`src/rtl/decoder_pkg.sv`:
```
// Shared types and helpers for the sequenced N-to-2**N decoder.
package decoder_pkg;

  // FSM states: outputs dark, a fixed index shown, or a walking one.
  typedef enum logic [1:0] {
    IDLE = 2'd0,
    HOLD = 2'd1,
    SCAN = 2'd2
  } state_t;

  localparam logic MODE_DIRECT = 1'b0;
  localparam logic MODE_SCAN   = 1'b1;

  // One-hot decode sized for the largest supported address width (N=6).
  // Callers truncate the result to their own output width.
  function automatic logic [63:0] oneHot(input logic [5:0] i_sel);
    return 64'd1 << i_sel;
  endfunction

endpackage

```
`src/rtl/dwell_timer.sv`:
```
// Down-counter that sets how many extra cycles each scan index is held.
module dwell_timer #(
  parameter int DWELL_W = 4
) (
  input  logic               i_clk,
  input  logic               i_rst_n,
  input  logic               i_load,
  input  logic [DWELL_W-1:0] i_loadVal,
  input  logic               i_countEn,
  output logic               o_zero
);

  logic [DWELL_W-1:0] r_count;

  // A load takes precedence over counting down; the count never goes below zero.
  always_ff @(posedge i_clk or negedge i_rst_n) begin
    if (!i_rst_n) begin
      r_count <= '0;
    end else if (i_load) begin
      r_count <= i_loadVal;
    end else if (i_countEn && (r_count != '0)) begin
      r_count <= r_count - 1'b1;
    end
  end

  assign o_zero = (r_count == '0);

endmodule

```
`src/rtl/decoder_seq_nxm.sv`:
```
// Registered N-to-2**N decoder with a direct-decode mode and a walking-one scan mode.
module decoder_seq_nxm
  import decoder_pkg::*;
#(
  parameter int N       = 3,
  parameter int DWELL_W = 4
) (
  input  logic               clk,
  input  logic               rst_n,
  input  logic               en,
  input  logic               mode,
  input  logic [N-1:0]       a,
  input  logic               load,
  input  logic [DWELL_W-1:0] dwell,
  output logic [2**N-1:0]    q,
  output logic [N-1:0]       idx,
  output logic               wrap,
  output logic               busy
);

  localparam int OUT_W = 2**N;

  state_t           r_state;
  logic [N-1:0]     r_idx;
  logic [OUT_W-1:0] r_q;
  logic             r_wrap;
  logic             r_busy;

  logic             w_scanCmd;
  logic             w_tmrLoad;
  logic             w_tmrCountEn;
  logic             w_tmrZero;
  logic [N-1:0]     w_idxInc;

  function automatic logic [OUT_W-1:0] decode(input logic [N-1:0] i_sel);
    return OUT_W'(oneHot(6'(i_sel)));
  endfunction

  // The timer reloads on scan entry, on a restart, and whenever an index has run its dwell.
  always_comb begin
    w_scanCmd    = en && (mode == MODE_SCAN);
    w_tmrLoad    = w_scanCmd && ((r_state != SCAN) || load || w_tmrZero);
    w_tmrCountEn = w_scanCmd && (r_state == SCAN) && !load && !w_tmrZero;
    w_idxInc     = r_idx + 1'b1;
  end

  dwell_timer #(
    .DWELL_W (DWELL_W)
  ) u_dwellTimer (
    .i_clk     (clk),
    .i_rst_n   (rst_n),
    .i_load    (w_tmrLoad),
    .i_loadVal (dwell),
    .i_countEn (w_tmrCountEn),
    .o_zero    (w_tmrZero)
  );

  // FSM with registered outputs; priority is enable, then mode, then load.
  always_ff @(posedge clk or negedge rst_n) begin
    if (!rst_n) begin
      r_state <= IDLE;
      r_idx   <= '0;
      r_q     <= '0;
      r_wrap  <= 1'b0;
      r_busy  <= 1'b0;
    end else if (!en) begin
      r_state <= IDLE;
      r_q     <= '0;
      r_wrap  <= 1'b0;
      r_busy  <= 1'b0;
    end else if (mode == MODE_SCAN) begin
      r_state <= SCAN;
      r_busy  <= 1'b1;
      if (load) begin
        r_idx  <= a;
        r_q    <= decode(a);
        r_wrap <= 1'b0;
      end else if (r_state != SCAN) begin
        r_q    <= decode(r_idx);
        r_wrap <= 1'b0;
      end else if (w_tmrZero) begin
        r_idx  <= w_idxInc;
        r_q    <= decode(w_idxInc);
        r_wrap <= (r_idx == {N{1'b1}});
      end else begin
        r_wrap <= 1'b0;
      end
    end else begin
      r_wrap <= 1'b0;
      r_busy <= 1'b0;
      if (load) begin
        r_state <= HOLD;
        r_idx   <= a;
        r_q     <= decode(a);
      end else if (r_state == SCAN) begin
        r_state <= HOLD;
        r_q     <= decode(r_idx);
      end
    end
  end

  assign q    = r_q;
  assign idx  = r_idx;
  assign wrap = r_wrap;
  assign busy = r_busy;

endmodule

```
`config.mk`:
```
export PLATFORM = sky130hd
export DESIGN_NAME = decoder_seq_nxm
export DESIGN_NICKNAME = d
export VERILOG_FILES = /design/src/rtl/decoder_pkg.sv /design/src/rtl/dwell_timer.sv /design/src/rtl/decoder_seq_nxm.sv
export SDC_FILE = /design/constraint.sdc
export NUM_CORES = 1
export LEC_CHECK = 0
export BUFFER_PORTS_ARGS = -buffer_cell sky130_fd_sc_hd__buf_2
export CAP_MARGIN = 10
export CELL_PAD_IN_SITES_DETAIL_PLACEMENT = 1
export CELL_PAD_IN_SITES_GLOBAL_PLACEMENT = 2
export CORE_ASPECT_RATIO = 0.9
export CORE_MARGIN = 1
export CORE_UTILIZATION = 36
export CTS_CLUSTER_DIAMETER = 200
export DETAILED_ROUTE_END_ITERATION = 10
export MAX_ROUTING_LAYER = met4
export PLACE_DENSITY = 0.8
export SLEW_MARGIN = 20
export SYNTH_ARGS = -nofsm -noshare
export SYNTH_HDL_FRONTEND = slang
export SYNTH_HIERARCHICAL = 1
export SYNTH_SLANG_ARGS = --single-unit
```
`constraint.sdc`:
```
create_clock -name clk -period 5 [get_ports clk]
set_clock_uncertainty 0.1 [all_clocks]
set_input_delay 0.5 -clock clk [delete_from_list [all_inputs] [get_ports clk]]
set_output_delay 0.5 -clock clk [all_outputs]
set_load 0.01 [all_outputs]
```
==> flow_summary.toml, run 1 <==
[outcome]
outcome = "completed"

[synthesis]
synth_common_cells = "dfrtp_1 (19), nand2_1 (13), a21oi_1 (12)"
synth_cell_types = 51
synthAdderAreaFrac_pct = 5.29
ys_seq_area_share_pct = 33.5
yosys.area.top_type_share_pct = 33.5
synth_xor_area_share_pct = 1.23
async_flop_share_pct = 100
synth_top_area_cell = "dfrtp_1"
synth_top_family_by_area = "simple AND/OR/NAND/NOR gates"
synth_simple_gate_area_share_pct = 24.8
yosysMostFrequentCell = "dfrtp_1"
ys_seq_elements = 19
syn_inst = 153
synth_area_leaders = "dfrtp_1 (33%), mux2_2 (6.3%), ha_1 (5.3%)"
ys_warn_count = 6
synth_edf_count = 0
synthFlopType = "dfrtp_1"
avgSynthCellArea_um2 = 9.28
netlist_area_mm2 = 0.00142
synth_nets = 171
synth_mux_area_share_pct = 8.63
synth_compound_area_share_pct = 19.8

[critical_path]
rrSetupSlack_ns = 2.48
cp.required_ns = 5.04
end_kind = "register"
crit_buf_inv = 1
crit_slowest_cell = "a21boi_1"
worst_path_dominant_cell_family = "compound AO/OA/AOI/OAI gates"
reg2reg_to = "u_dwellTimer/r_count[3]"
cp.arrival_ns = 2.56
path_cells = "inv_1 -> ha_1 -> nor3b_2 -> nor3b_4 -> a21boi_1 -> nor3_1 -> a221o_1"
crit_path_max_incr_delay_ns = 0.59
crit_type = "reg -> reg"
reg2reg_from = "u_dwellTimer/r_count[0]"
start_kind = "register"
r2r_cells = 7
crit_path_max_fanout = 10

[sta]
fin_setup_tns_ns = 0
fin_hold_ws_ns = 0.0774
post-route-worst-setup-slack_ns = 2.48
relSlewSlack_pct = 54.3
hold_viol = 0
rsz0062_at_grt = "no"
final.min_clock_period_ns = 2.52
finalCritPeriodShare_pct = 50.4
max_freq_ghz = 0.397
tightest_slew_ns = 0.685
finalMaxSlewViolations = 0
setup_viol = 0

[place]
dp_hpwl_um = 2940
io_buffer_count = 24
routabilityCongestion = 0.803
preCtsSetupSlack_ns = 2.18

[route]
drc = 0
wl_per_cell_um = 17.4
num_vias = 1231
drtAntennaViolNets = 0
vias_per_cell = 5.70
routed_wirelength_um = 3770
drt-initial-drc-count = 46
firstDrtPassIters = 4

[clock_network]
htreeDepth = 1
cts_setup_buffers = 0
numCtsBuffers = 3
cts_resized = 0
cts.sinks = 19
worstSkewPairLatency_ns = 0.26
cts_buffer_depth = 2
clk_pin_slew_ns = 0.07
cts_hold_buf = 0
cts_tree = "built"
ctsRootBufferMaster = "clkbuf_8"

[layout]
syn_to_final_growth_pct = 10.8
final_nets = 189
n_antenna_cell = 0
drive_above_1_share_pct = 25.9

[die]
die-area_mm2 = 0.00420
start_util_pct = 37.8
die_w_um = 68.2
coreArea_mm2 = 0.00376
rows = 21
die_y_um = 61.6
io_pins = 25

[global_route]
grt_first_pass_wirelength_um = 6180
antenna_found_initial = 0
grt_util_all_layers_pct = 21.0
grt_overflow_total = 0
grt_max_degree = 20
grt_pass1_vias = 1237

[power_and_ir_drop]
p_clk_share_pct = 25.4
power_leakage_nw = 0.687
power_frac_comb_pct = 29.7
pwr-share-seq_pct = 44.9
intPower_mw = 0.279
power_density_mw_per_mm2 = 271
switching_share_pct = 34.6
power_switching_mw = 0.147
ir_drop_v = 0.000114

[flow_run]
cap_violations = 0

[min_path]
hp-class = "in -> async"
power by group through the flow:
| stage | registers, mW | clock network (mW) | logic (mW) |
|---|---|---|---|
| final | 0.192 | 0.108 | 0.127 |
| after global routing | 0.195 | 0.119 | 0.143 |
| after CTS | 0.192 | 0.114 | 0.129 |
| after detailed placement | 0.195 | 0 | 0.128 |
| after global placement | 0.193 | 0 | 0.123 |
| after floorplan | 0.192 | 0 | 0.0898 |
worst reg2reg max path: cells and delay by family (launching register included):
family | cells | cell delay [ns]
compound gates | 2 | 0.93
fa+ha+maj | 1 | 0.19
buf+inv | 1 | 0.07
flops | 1 | 0.42
simple gates | 3 | 0.70
metrics by stage:
stage | total power [mW] | area (µm²) | util, % | cells
3_5_place_dp | 0.324 | 1530 | 40.7 | 212
3_3_place_gp | 0.316 | 1530 | 40.7 | 212
6_report | 0.427 | 1570 | 41.9 | 216
2_1_floorplan | 0.282 | 1420 | - | 153
4_1_cts | 0.435 | 1570 | 41.9 | 216
5_1_grt | 0.457 | 1570 | 41.9 | 216
metal layers:
layer	wire [µm]	vias up	GRT usage, %
met5	0	-	-
met4	38	0	3.57
met3	131	4	4.81
met2	1800	26	35.0
met1	1800	605	26.1
li1	-	596	-
cells in the final DEF (no fill, tap or decap), types with 2 or more instances in the layout:
master	count
buf_2	24
dfrtp_1	19
nand2_1	13
a21oi_1	12
nand3_1	10
mux2_2	8
inv_1	7
o21ai_0	6
ha_1	6
nor3_1	5
a31oi_1	5
nor2b_1	4
nor2_1	3
o221ai_1	3
nor3b_1	3
clkbuf_8	3
nand2b_1	2
o22ai_1	2
a221oi_1	2
a21boi_0	2
a221o_1	2
layout make-up:
cell class                      instances  area [µm²]
Inverter                                7        26.3
Multi-Input combinational cell        116         850
Sequential cell                        19         475
Clock buffer                            4        45.0
Fill cell                             446        2180
Timing Repair Buffer                   24         120
Tap cell                               46        57.6
cells by family (layout without fill, tap and decap cells):
group / count (synthesis) / after routing
and+or+nand+nor: 56 / 56
xor gates and xnor gates: 2 / 2
buffers and inverters: 18 / 35
adders and majority gates: 6 / 6
AOI/OAI and AO/OA: 42 / 42
DFF: 19 / 19
muxes: 10 / 10
registers in the layout (all words and copies together), names as in the netlist:
name / count
busy: 1
wrap: 1
r_state: 2
q: 8
idx: 3
u_dwellTimer/r_count: 4
worst max-delay path by stage:
stage               cells after the start               startpoint  slack [ns]                 endpoint
CTS                                     7  u_dwellTimer/r_count[0]        2.18  u_dwellTimer/r_count[3]
detailed placement                      7  u_dwellTimer/r_count[0]        2.18  u_dwellTimer/r_count[3]
global placement                        7  u_dwellTimer/r_count[0]        2.37  u_dwellTimer/r_count[3]
finish                                  7  u_dwellTimer/r_count[0]        2.48  u_dwellTimer/r_count[3]
floorplan                               8  u_dwellTimer/r_count[0]        2.88  u_dwellTimer/r_count[1]
global route                            7  u_dwellTimer/r_count[0]        2.27  u_dwellTimer/r_count[3]
Note: power is estimated with default switching activity, not from simulation.
==> run 2: changes to the inputs <==
- CORE_UTILIZATION: 36 -> 34
- PLACE_DENSITY: 0.8 -> 0.76
- clock period: 5 -> 2.4 ns (I/O delays scaled with it)
==> run 2 against run 1 <==
First-iteration DRC count increased by 61%; clock power is 110% higher; setup slack got worse by 2.3 ns; sequential share of layout area fell by 1.1 points; routed wire length decreased by 0.11%; non-clock buffer count grew 5; largest power group unchanged.
==> flow_summary.toml, run 2 (synthesized netlist as in run 1, its figures left out) <==
[die]
die_y_um = 63.3
coreArea_mm2 = 0.00386
rows = 21
io_pins = 25
die-area_mm2 = 0.00444
die_w_um = 70.1
start_util_pct = 36.8

[clock_network]
ctsRootBufferMaster = "clkbuf_8"
htreeDepth = 1
cts_buffer_depth = 2
worstSkewPairLatency_ns = 0.26
cts.sinks = 19
clk_pin_slew_ns = 0.07
numCtsBuffers = 3
cts_tree = "built"

[place]
dp_hpwl_um = 2830
routabilityCongestion = 0.835
io_buffer_count = 24

[outcome]
outcome = "completed"

[critical_path]
worst_path_dominant_cell_family = "compound AO/OA/AOI/OAI gates"
crit_path_max_incr_delay_ns = 0.45
cp.required_ns = 2.45
path_cells = "inv_1 -> ha_1 -> nor3b_2 -> nor3b_4 -> a21boi_0 -> buf_4 -> nor3_1 -> a221o_1"
crit_path_max_fanout = 5
crit_buf_inv = 2
cp.arrival_ns = 2.31
crit_slowest_cell = "dfrtp_2"
start_kind = "register"
crit_type = "reg -> reg"
end_kind = "register"

[layout]
syn_to_final_growth_pct = 15.3
n_antenna_cell = 0
drive_above_1_share_pct = 28.6
mostFrequentLayoutCells = "buf_2 (24), dfrtp_1 (18), nand2_1 (13)"
final_nets = 194
final_common_cell = "buf_2"
largest_reg_flops = 8
postLayoutCoreUtil_pct = 42.4
filler_cell_count = 459

[sta]
final.min_clock_period_ns = 2.26
rsz0062_at_grt = "no"
tightest_slew_ns = 0.530
finalMaxSlewViolations = 0
relSlewSlack_pct = 64.7
max_freq_ghz = 0.443
finalCritPeriodShare_pct = 94.1
hold_viol = 0
fin_setup_tns_ns = 0
setup_viol = 0

[global_route]
grt_pass1_vias = 1282
grt_overflow_total = 0
antenna_found_initial = 0
grt_max_degree = 20
grt_first_pass_wirelength_um = 6470
grt_util_all_layers_pct = 18.8

[route]
routed_wirelength_um = 3760
drtAntennaViolNets = 0
firstDrtPassIters = 4
drt-initial-drc-count = 74
wl_per_cell_um = 17.0
drc = 0
vias_per_cell = 5.67
num_vias = 1253

[flow_run]
cap_violations = 0

[power_and_ir_drop]
ir_drop_v = 0.000188
power_leakage_nw = 0.718
power_density_mw_per_mm2 = 556

[min_path]
hp-class = "in -> reg"
==> run 2: path summary, 6_finish.rpt <==
path | start | end | slack, ns | depth (start not counted)
min in group asynchronous | rst_n | u_dwellTimer/r_count[2] | 0.35 | 2
min | dwell[1] | u_dwellTimer/r_count[1] | 0.09 | 3
min reg2reg | q[6] | q[6] | 0.40 | 1
max in group asynchronous | rst_n | u_dwellTimer/r_count[0] | 1.52 | 2
max reg2reg | u_dwellTimer/r_count[0] | u_dwellTimer/r_count[3] | 0.14 | 8
max | u_dwellTimer/r_count[0] | u_dwellTimer/r_count[3] | 0.14 | 8
==> run 2: cell type report <==
type                    count  area, µm²  share of cell area (%)
clock buffers               3       41.3                    2.52
clock inverters             1       5.00                   0.306
inverters                   7       26.3                    1.60
multi-input cells         116        858                    52.4
flip-flops and latches     19        477                    29.1
well taps                  46       57.6                    3.51
repair buffers             29        173                    10.5
==> run 2: what timing repair did <==
item / 4_1_cts / 5_1_grt
hold buffers: 1 / 0
buffers inserted: 0 / 1
endpoints found under the hold margin: 19 / 0
setup endpoints to repair: 0 / 3
resized for setup: 0 / 2
==> run 2: through the flow <==
step	hold WS (ns)	setup slack (ns)	std cells	power [mW]	area, µm²
2_1_floorplan	-0.156	0.280	153	0.587	1420
3_3_place_gp	0.102	0.268	215	0.666	1550
3_5_place_dp	0.105	0.116	215	0.680	1550
4_1_cts	0.0929	0.100	220	0.915	1610
5_1_grt	0.0838	0.0141	221	0.971	1640
6_report	0.0893	0.142	221	0.911	1640
==> run 2: metal layers <==
layer / GRT usage [%] / vias to the layer above / wire (µm)
met2: 28.0 / 32 / 1750
met1: 27.0 / 610 / 1820
met4: 3.00 / 0 / 27
met5: - / - / 0
met3: 3.52 / 5 / 159
li1: - / 606 / -
==> run 2: worst min-delay path, cell delays in order <==
cell	delay, ns
buf_2	0.07
nand2_1	0.05
o211ai_2	0.05
==> run 2: report_power, final <==
part	total [mW]	internal (mW)	switching, mW
clock network	0.227	0.116	0.111
logic	0.279	0.121	0.158
registers	0.405	0.354	0.0512
